## config.mk

```make
export PLATFORM = sky130hd
export DESIGN_NAME = if_fetch_stage
export DESIGN_NICKNAME = d
export VERILOG_FILES = /design/src/rtl/if_fetch_stage_pkg.sv /design/src/rtl/if_fetch_stage_hold_buf.sv /design/src/rtl/if_fetch_stage.sv
export SDC_FILE = /design/constraint.sdc
export NUM_CORES = 1
export LEC_CHECK = 0
export ABC_AREA = 1
export BUFFER_PORTS_ARGS = -buffer_cell sky130_fd_sc_hd__clkbuf_2
export CAP_MARGIN = 10
export CORE_ASPECT_RATIO = 1.1
export CORE_MARGIN = 2
export CORE_UTILIZATION = 56
export CTS_CLUSTER_DIAMETER = 150
export DETAILED_ROUTE_END_ITERATION = 7
export PLACE_DENSITY = 0.83
export SYNTH_ARGS = -nofsm -noshare
export SYNTH_HDL_FRONTEND = slang
export SYNTH_HIERARCHICAL = 1
export SYNTH_SLANG_ARGS = --single-unit
```

## constraint.sdc

```tcl
create_clock -name clk -period 2.9 [get_ports clk]
set_clock_uncertainty 0.1 [all_clocks]
set_input_delay 0.435 -clock clk [delete_from_list [all_inputs] [get_ports clk]]
set_output_delay 0.435 -clock clk [all_outputs]
set_load 0.02 [all_outputs]
```

## src/rtl/if_fetch_stage_pkg.sv

```systemverilog
// rtl/if_fetch_stage_pkg.sv - shared types and constants for the instruction-fetch stage
//
// Contents:
//   word_t         32-bit address / instruction word
//   fetch_state_t  fetch sequencer states {ST_FETCH, ST_HOLD, ST_DROP}
//   NOP_INSTR      default instruction word presented while IF/ID is empty
//   PC_INC         fetch address increment
//   PC_ALIGN_MASK  forces the two low address bits to zero
package if_fetch_stage_pkg;

    typedef logic [31:0] word_t;

    typedef enum logic [1:0] {
        ST_FETCH = 2'd0,
        ST_HOLD  = 2'd1,
        ST_DROP  = 2'd2
    } fetch_state_t;

    localparam word_t NOP_INSTR     = 32'h0000_0000;
    localparam word_t PC_INC        = 32'd4;
    localparam word_t PC_ALIGN_MASK = 32'hFFFF_FFFC;

endpackage

```

## src/rtl/if_fetch_stage_hold_buf.sv

```systemverilog
// rtl/if_fetch_stage_hold_buf.sv - one-entry {pc, instr} parking register for stalled fetches
//
// Ports:
//   clk, rst_n     clock, asynchronous active-low reset
//   load           capture load_pc/load_instr and mark the entry valid
//   clear          drop the entry (ignored when load is also asserted)
//   load_pc        PC of the instruction being parked
//   load_instr     instruction word being parked
//   valid          entry holds a parked instruction
//   pc, instr      parked contents
module if_hold_buf
    import if_fetch_stage_pkg::*;
(
    input  logic  clk,
    input  logic  rst_n,
    input  logic  load,
    input  logic  clear,
    input  word_t load_pc,
    input  word_t load_instr,
    output logic  valid,
    output word_t pc,
    output word_t instr
);

    always_ff @(posedge clk or negedge rst_n) begin
        if (!rst_n) begin
            valid <= 1'b0;
            pc    <= '0;
            instr <= '0;
        end else if (load) begin
            valid <= 1'b1;
            pc    <= load_pc;
            instr <= load_instr;
        end else if (clear) begin
            valid <= 1'b0;
        end
    end

endmodule

```

## src/rtl/if_fetch_stage.sv

```systemverilog
// rtl/if_fetch_stage.sv - instruction-fetch stage: fetch PC, imem req/ack, IF/ID register
//
// Parameters:
//   RESET_PC        fetch address after reset
//   NOP_INSTR       value driven on ifid_instr while ifid_valid=0
// Ports:
//   clk, rst_n      clock, asynchronous active-low reset
//   stall           ID cannot accept; IF/ID contents are held
//   redirect_valid  branch/jump taken: flush and refetch from redirect_pc
//   redirect_pc     redirect target (bits [1:0] ignored)
//   imem_req        fetch request; imem_addr stable until acked
//   imem_addr       fetch address
//   imem_ack        memory returns imem_rdata this cycle
//   imem_rdata      instruction word
//   ifid_valid      IF/ID holds a live instruction
//   ifid_pc         PC of the instruction in IF/ID
//   ifid_pc4        ifid_pc + 4 (wrapping)
//   ifid_instr      instruction word, NOP_INSTR when invalid
module if_fetch_stage #(
    parameter logic [31:0] RESET_PC  = 32'h0000_0000,
    parameter logic [31:0] NOP_INSTR = if_fetch_stage_pkg::NOP_INSTR
) (
    input  logic        clk,
    input  logic        rst_n,
    input  logic        stall,
    input  logic        redirect_valid,
    input  logic [31:0] redirect_pc,
    output logic        imem_req,
    output logic [31:0] imem_addr,
    input  logic        imem_ack,
    input  logic [31:0] imem_rdata,
    output logic        ifid_valid,
    output logic [31:0] ifid_pc,
    output logic [31:0] ifid_pc4,
    output logic [31:0] ifid_instr
);

    import if_fetch_stage_pkg::*;

    fetch_state_t state_q, state_d;
    word_t        pc_q, pc_d;
    word_t        drop_addr_q, drop_addr_d;
    logic         ifid_valid_q, ifid_valid_d;
    word_t        ifid_pc_q, ifid_pc_d;
    word_t        ifid_pc4_q, ifid_pc4_d;
    word_t        ifid_instr_q, ifid_instr_d;

    logic         hb_load, hb_clear, hb_valid;
    word_t        hb_pc, hb_instr;

    logic         xfer;
    logic         accept;
    word_t        redirect_target;
    word_t        pc_next_seq;

    if_hold_buf u_hold_buf (
        .clk        (clk),
        .rst_n      (rst_n),
        .load       (hb_load),
        .clear      (hb_clear),
        .load_pc    (pc_q),
        .load_instr (imem_rdata),
        .valid      (hb_valid),
        .pc         (hb_pc),
        .instr      (hb_instr)
    );

    // Request is gated by rst_n so it drops the moment reset is applied,
    // abandoning whatever transfer was outstanding.
    assign imem_req  = rst_n && (state_q != ST_HOLD);
    // In DROP the stale address must stay on the bus until its response
    // arrives, even though pc already points at the redirect target.
    assign imem_addr = (state_q == ST_DROP) ? drop_addr_q : pc_q;

    assign xfer            = imem_req && imem_ack;
    assign accept          = !stall || !ifid_valid_q;
    assign redirect_target = redirect_pc & PC_ALIGN_MASK;
    assign pc_next_seq     = pc_q + PC_INC;

    always_comb begin
        state_d      = state_q;
        pc_d         = pc_q;
        drop_addr_d  = drop_addr_q;
        ifid_valid_d = ifid_valid_q;
        ifid_pc_d    = ifid_pc_q;
        ifid_pc4_d   = ifid_pc4_q;
        ifid_instr_d = ifid_instr_q;
        hb_load      = 1'b0;
        hb_clear     = 1'b0;

        unique case (state_q)
            ST_FETCH: begin
                if (redirect_valid) begin
                    // Flush wins over stall; any same-cycle rdata is wrong-path.
                    ifid_valid_d = 1'b0;
                    ifid_instr_d = NOP_INSTR;
                    pc_d         = redirect_target;
                    if (!xfer) begin
                        drop_addr_d = pc_q;
                        state_d     = ST_DROP;
                    end
                end else if (xfer) begin
                    pc_d = pc_next_seq;
                    if (accept) begin
                        ifid_valid_d = 1'b1;
                        ifid_pc_d    = pc_q;
                        ifid_pc4_d   = pc_next_seq;
                        ifid_instr_d = imem_rdata;
                    end else begin
                        hb_load = 1'b1;
                        state_d = ST_HOLD;
                    end
                end else if (!stall) begin
                    ifid_valid_d = 1'b0;
                    ifid_instr_d = NOP_INSTR;
                end
            end

            ST_HOLD: begin
                if (redirect_valid) begin
                    hb_clear     = 1'b1;
                    ifid_valid_d = 1'b0;
                    ifid_instr_d = NOP_INSTR;
                    pc_d         = redirect_target;
                    state_d      = ST_FETCH;
                end else if (!stall && hb_valid) begin
                    hb_clear     = 1'b1;
                    ifid_valid_d = 1'b1;
                    ifid_pc_d    = hb_pc;
                    ifid_pc4_d   = hb_pc + PC_INC;
                    ifid_instr_d = hb_instr;
                    state_d      = ST_FETCH;
                end
            end

            ST_DROP: begin
                if (redirect_valid) begin
                    // Latest redirect wins; the stale request itself is untouched.
                    ifid_valid_d = 1'b0;
                    ifid_instr_d = NOP_INSTR;
                    pc_d         = redirect_target;
                end
                if (xfer) begin
                    state_d = ST_FETCH;
                end
            end

            default: begin
                state_d = ST_FETCH;
            end
        endcase
    end

    always_ff @(posedge clk or negedge rst_n) begin
        if (!rst_n) begin
            state_q      <= ST_FETCH;
            pc_q         <= RESET_PC & PC_ALIGN_MASK;
            drop_addr_q  <= '0;
            ifid_valid_q <= 1'b0;
            ifid_pc_q    <= '0;
            ifid_pc4_q   <= '0;
            ifid_instr_q <= NOP_INSTR;
        end else begin
            state_q      <= state_d;
            pc_q         <= pc_d;
            drop_addr_q  <= drop_addr_d;
            ifid_valid_q <= ifid_valid_d;
            ifid_pc_q    <= ifid_pc_d;
            ifid_pc4_q   <= ifid_pc4_d;
            ifid_instr_q <= ifid_instr_d;
        end
    end

    assign ifid_valid = ifid_valid_q;
    assign ifid_pc    = ifid_pc_q;
    assign ifid_pc4   = ifid_pc4_q;
    assign ifid_instr = ifid_valid_q ? ifid_instr_q : NOP_INSTR;

endmodule

```

==> After elaboration in Yosys (flattened, before gate mapping) <==
Index checks and enable logic that the tools add are counted.
{ "totals": {"out_inout_bits": 130, "ff_bits": 228, "word_cells": 98, "input_bits": 69} }
{ "classes": {"muxes": 51, "reduce_logical": 17, "n_eq_ne": 17, "add_sub_neg": 2, "bitwise_logic": 1} }
{ "op_table": {"columns": ["operator", "n"], "rows": [
  ["2-to-1 mux 32 bit", 22],
  ["case mux 32 bit (2 select lines)", 3],
  ["case mux 32 bit (3 select lines)", 1],
  ["adder 32 x 3 -> 32 bit (second input constant)", 2],
  ["2-to-1 mux 1 bit", 16],
  ["2-to-1 mux 2 bit", 7],
  ["inequality test 2 bit (second input constant)", 7],
  ["inequality test 3 bit (second input constant)", 4],
  ["AND reduction 5 bit", 2],
  ["inequality test 4 bit (second input constant)", 2],
  ["case mux 2 bit (3 select lines)", 1],
  ["AND reduction 3 bit", 2],
  ["AND reduction 6 bit", 1],
  ["nonzero test 2 bit", 3],
  ["inequality test 2 x 1 -> 1 bit (second input constant)", 2],
  ["logical AND 1 bit", 3],
  ["case mux 1 bit (3 select lines)", 1],
  ["nonzero test 3 bit", 1],
  ["equality test 2 x 1 -> 1 bit (second input constant)", 1],
  ["equality test 2 bit (second input constant)", 1],
  ["logical NOT 1 bit", 2],
  ["logical NOT 2 bit", 1],
  ["OR reduction 2 bit", 1],
  ["logical OR 1 bit", 1],
  ["NOT 1 bit", 1]
]} }

==> Logic depth before layout (Yosys ltp) <==
{ "logic_depth": {"word_depth": 7, "ltp_mapped": 14, "depth_no_buf": 12} }

==> By module <==
The synthesis kept the hierarchy.
{ "modules_own_cells": {"columns": ["mod", "area_each_um2", "cells_per_inst", "n_inst", "seq_area_each_um2"], "rows": [
  ["if_fetch_stage", 9395.3, 1343, 1, 3928.8],
  ["if_hold_buf", 2514.9, 275, 1, 1626.6]
]} }

==> Worst setup path before layout <==
No wires, ideal clock.
{ "synth_path": {"path_type": "register -> output", "from": "register state_q[0]", "to": "output port imem_addr[10]", "arrival_time_ns": 1.464, "required_time_ns": 2.365, "path_buffers": 2, "path_stages_with_launch": 6, "path_slack_ns": 0.901, "cell_sequence": "dfrtp_1 > inv_1 > ha_1 > clkbuf_1 > clkbuf_1 > o21ai_0"} }
{ "synth_between": {"elab_chain_len": 2} }
{ "synth_rtl": {"columns": ["item", "line", "text"], "rows": [
  ["start: declaration", "if_fetch_stage.sv:40", "fetch_state_t state_q, state_d;"],
  ["start signal: assignment", "if_fetch_stage.sv:164", "state_q <= state_d;"],
  ["equality test 2 bit", "if_fetch_stage.sv:73", "assign imem_addr = (state_q == ST_DROP) ? drop_addr_q : pc_q;"],
  ["2-to-1 mux 32 bit", "if_fetch_stage.sv:73", null],
  ["end: declaration", "if_fetch_stage.sv:29", "output logic [31:0] imem_addr,"]
]} }
Every way passes these cells.

==> Final worst setup path <==
{ "layout_path": {"from": "register state_q[0]", "to": "output port imem_addr[30]"} }
The elaborated chain is that of the path after synthesis.

==> impl_metrics.env <==
export IMPL_relSlewSlack_pct=53.8
export IMPL_required_ps=2370
export IMPL_antenna_left=0
export IMPL_run_status="completed"
export IMPL_synth_top_area_cell="dfrtp_1"
export IMPL_gp_congestion=0.938
export IMPL_synthTopCellsByArea="dfrtp_1 47%, nand2_1 20%, nor2_1 6.0%"
export IMPL_insertion_delay_ps=520
export IMPL_drive_gt1_share_pct=16.4
export IMPL_stdcell_count=2080
export IMPL_htreeDepth=1
export IMPL_fin_crit_ps=2670
export IMPL_cp_max_fo=35
export IMPL_power_leakage_uw=0.00704
export IMPL_synthFlopType="dfrtp_1"
export IMPL_worstSetupPathType="flip-flop to output pin"
export IMPL_rsz0062_at_grt="false"
export IMPL_core_sq_um=20700
export IMPL_drt_pre_antenna_iters=5
export IMPL_die_h_um=157
export IMPL_die_area_sq_um=22500
export IMPL_ir_drop_v=0.000849
export IMPL_nets=1853
export IMPL_antenna_found_initial=0
export IMPL_drtIter0Drc=933
export IMPL_synth_distinct_cells=35
export IMPL_r2r_end="pc_q[14]"
export IMPL_p_per_area_nw_per_um2=1160
export IMPL_maxCapViolations=0
export IMPL_dieWidth_um=143
export IMPL_drc=0
export IMPL_tightest_slew_ps=694
export IMPL_diodes=0
export IMPL_crit_path_start="state_q[0]"
export IMPL_final_hold_viol_count=0
export IMPL_dp_hpwl_um=23700
export IMPL_grt_pass1_vias=10500
export IMPL_async_reset_ff_share_pct=100
export IMPL_cts_setup_buffers=0
export IMPL_grt_pass1_wl_um=54100
export IMPL_synth_top_area_share_pct=46.6
export IMPL_clkSlewWorstSetupHoldPaths_ps=60
export IMPL_setup_viol=0
export IMPL_routed_wirelength_um=33700
export IMPL_synth_cells=1618
export IMPL_portBuffers=194
export IMPL_area_growth_pct=15.4
export IMPL_reg2reg_depth=9
export IMPL_cts_tree="built"
export IMPL_fill_cells=1738
export IMPL_start_kind="flip-flop"
export IMPL_syn_area_per_cell_sq_um=7.36
export IMPL_seq_area_frac_synth_pct=46.6
export IMPL_p_total_uw=15900
export IMPL_hp_class="input port to flip-flop"
export IMPL_critPathCapture="imem_addr[30]"
export IMPL_drv_slew=0
export IMPL_cts_root_buf="clkbuf_16"
export IMPL_ys_warn_count=6
export IMPL_tns_ps=0
export IMPL_end_kind="output pin"
export IMPL_synthesis_area_sq_um=11900
export IMPL_fmax_ghz=0.374
export IMPL_synth_seq_cells=222
export IMPL_cp_arrival_ps=2140
export IMPL_num_vias=11400
export IMPL_dp_cells=2037
export IMPL_wl_per_cell_um=16.2
export IMPL_whs_path_depth=3
export IMPL_synth_edf_count=0
export IMPL_numCtsBuffers=23
export IMPL_cts_sinks=222
export IMPL_initial_core_util_pct=57.5
export IMPL_clk_path_buf_depth=3
export IMPL_reg2reg_slack_ps=510
export IMPL_grt_usage_pct=30.2
export IMPL_viasPerCell=5.47
export IMPL_fp_row_count=55
export IMPL_boundaryPins=199
export IMPL_gr_total_overflow=0
export IMPL_fin_crit_sh_pct=92.2
export IMPL_r2r_start="state_q[1]"
export IMPL_grt_start_max_net_pins=109
==> worst min-delay path by stage <==
stage / from / end
global route: imem_rdata[5] / u_hold_buf/instr[5]
global placement: rst_n / ifid_instr_q[9]
finish: imem_rdata[7] / u_hold_buf/instr[7]
CTS: imem_rdata[9] / u_hold_buf/instr[9]
detailed placement: rst_n / ifid_instr_q[9]
floorplan: rst_n / drop_addr_q[10]
==> final cells by class <==
cell class	count	area, sq um	area share [%]
clock buffer	32	659	4.80
clock inverter	10	111	0.810
inverter	102	383	2.79
multi-input combinational	1212	5470	39.8
sequential	222	5560	40.4
tap	285	357	2.59
timing repair buffer	217	1210	8.78
==> worst max-delay path: stages (launching register included) <==
cell and delay [ps]:
dfrtp_1 420, inv_1 140, ha_4 380, buf_4 300, nand2_1 70, o21ai_0 100, clkbuf_2 210
==> state kept, by name, summed over array words and instances (netlist names) <==
register          count
u_hold_buf/pc        32
state_q               2
pc_q                 30
u_hold_buf/valid      1
ifid_pc4             30
u_hold_buf/instr     32
ifid_pc              32
ifid_valid            1
drop_addr_q          30
ifid_instr_q         32
==> cells in the final DEF, fill, tap and decap left out, drive strengths merged, types with 4 or more instances in the layout <==
| cell type | n |
|---|---|
| nand2 | 641 |
| clkbuf | 225 |
| dfrtp | 222 |
| nor2 | 194 |
| o21ai | 138 |
| nand3 | 109 |
| inv | 103 |
| a22oi | 32 |
| o31ai | 30 |
| buf | 23 |
| o211ai | 13 |
| xor2 | 10 |
| a21oi | 9 |
| clkinv | 7 |
| nand4 | 6 |
| ha | 6 |
| o22ai | 4 |
| nand3b | 4 |
| or2 | 4 |
| xnor2 | 4 |
| conb | 4 |
==> cells in the mapped netlist, types with 10 or more instances <==
master	count
dfrtp_1	222
inv_1	95
o21ai_0	102
buf_6	18
o31ai_1	30
o21ai_2	15
a22oi_1	32
clkbuf_1	34
buf_2	18
xor2_1	10
nor2_1	190
nand2_1	637
buf_4	10
nand3_1	108
o21ai_1	21
o211ai_1	13
==> stage by stage <==
| step | setup slack (ps) | instance area, sq um | hold WS, ps | utilization (%) |
|---|---|---|---|---|
| floorplan | 901 | 11900 | 39.4 | - |
| global placement | 623 | 13000 | 175 | 62.5 |
| detailed placement | 574 | 13000 | 177 | 62.5 |
| CTS | 8.79 | 13700 | 30.9 | 66.3 |
| global route | 54.6 | 13700 | 37.2 | 66.3 |
| finish | 226 | 13700 | 38.1 | 66.3 |
==> routing by layer <==
metal  wire length, um  vias to the layer above  track usage, %
li1                  -                     5494               -
met1             14100                     5269            42.9
met2             15400                      541            48.3
met3              3000                       78            3.77
met4              1100                        0            9.95
met5                 0                        -               0
==> cell families (layout without fill, tap and decap cells) <==
kind of cell | after synthesis | after routing | synth area share, %
buffers and inverters | 187 | 361 | 7.70
adder cells (fa/ha/maj) | 6 | 6 | 0.630
flip-flops | 222 | 222 | 46.6
AO/OA/AOI/OAI | 229 | 229 | 11.8
other | 1 | 4 | 0.0315
XOR/XNOR | 14 | 14 | 1.03
AND/OR/NAND/NOR | 959 | 959 | 32.2
==> what timing repair did <==
action                     4_1_cts  5_1_grt
hold endpoints to repair        19        0
hold buffers                     1        0
setup endpoints to repair        0       13
resized for setup                0        1
==> report_power, final <==
group          total (uW)  leakage, uW  switching (uW)  internal [uW]
clock network        3020     0.000385            1250           1770
registers            5740      0.00282            1300           4440
logic                7170      0.00383            4940           2220
Note: power is estimated with default switching activity, not from simulation.
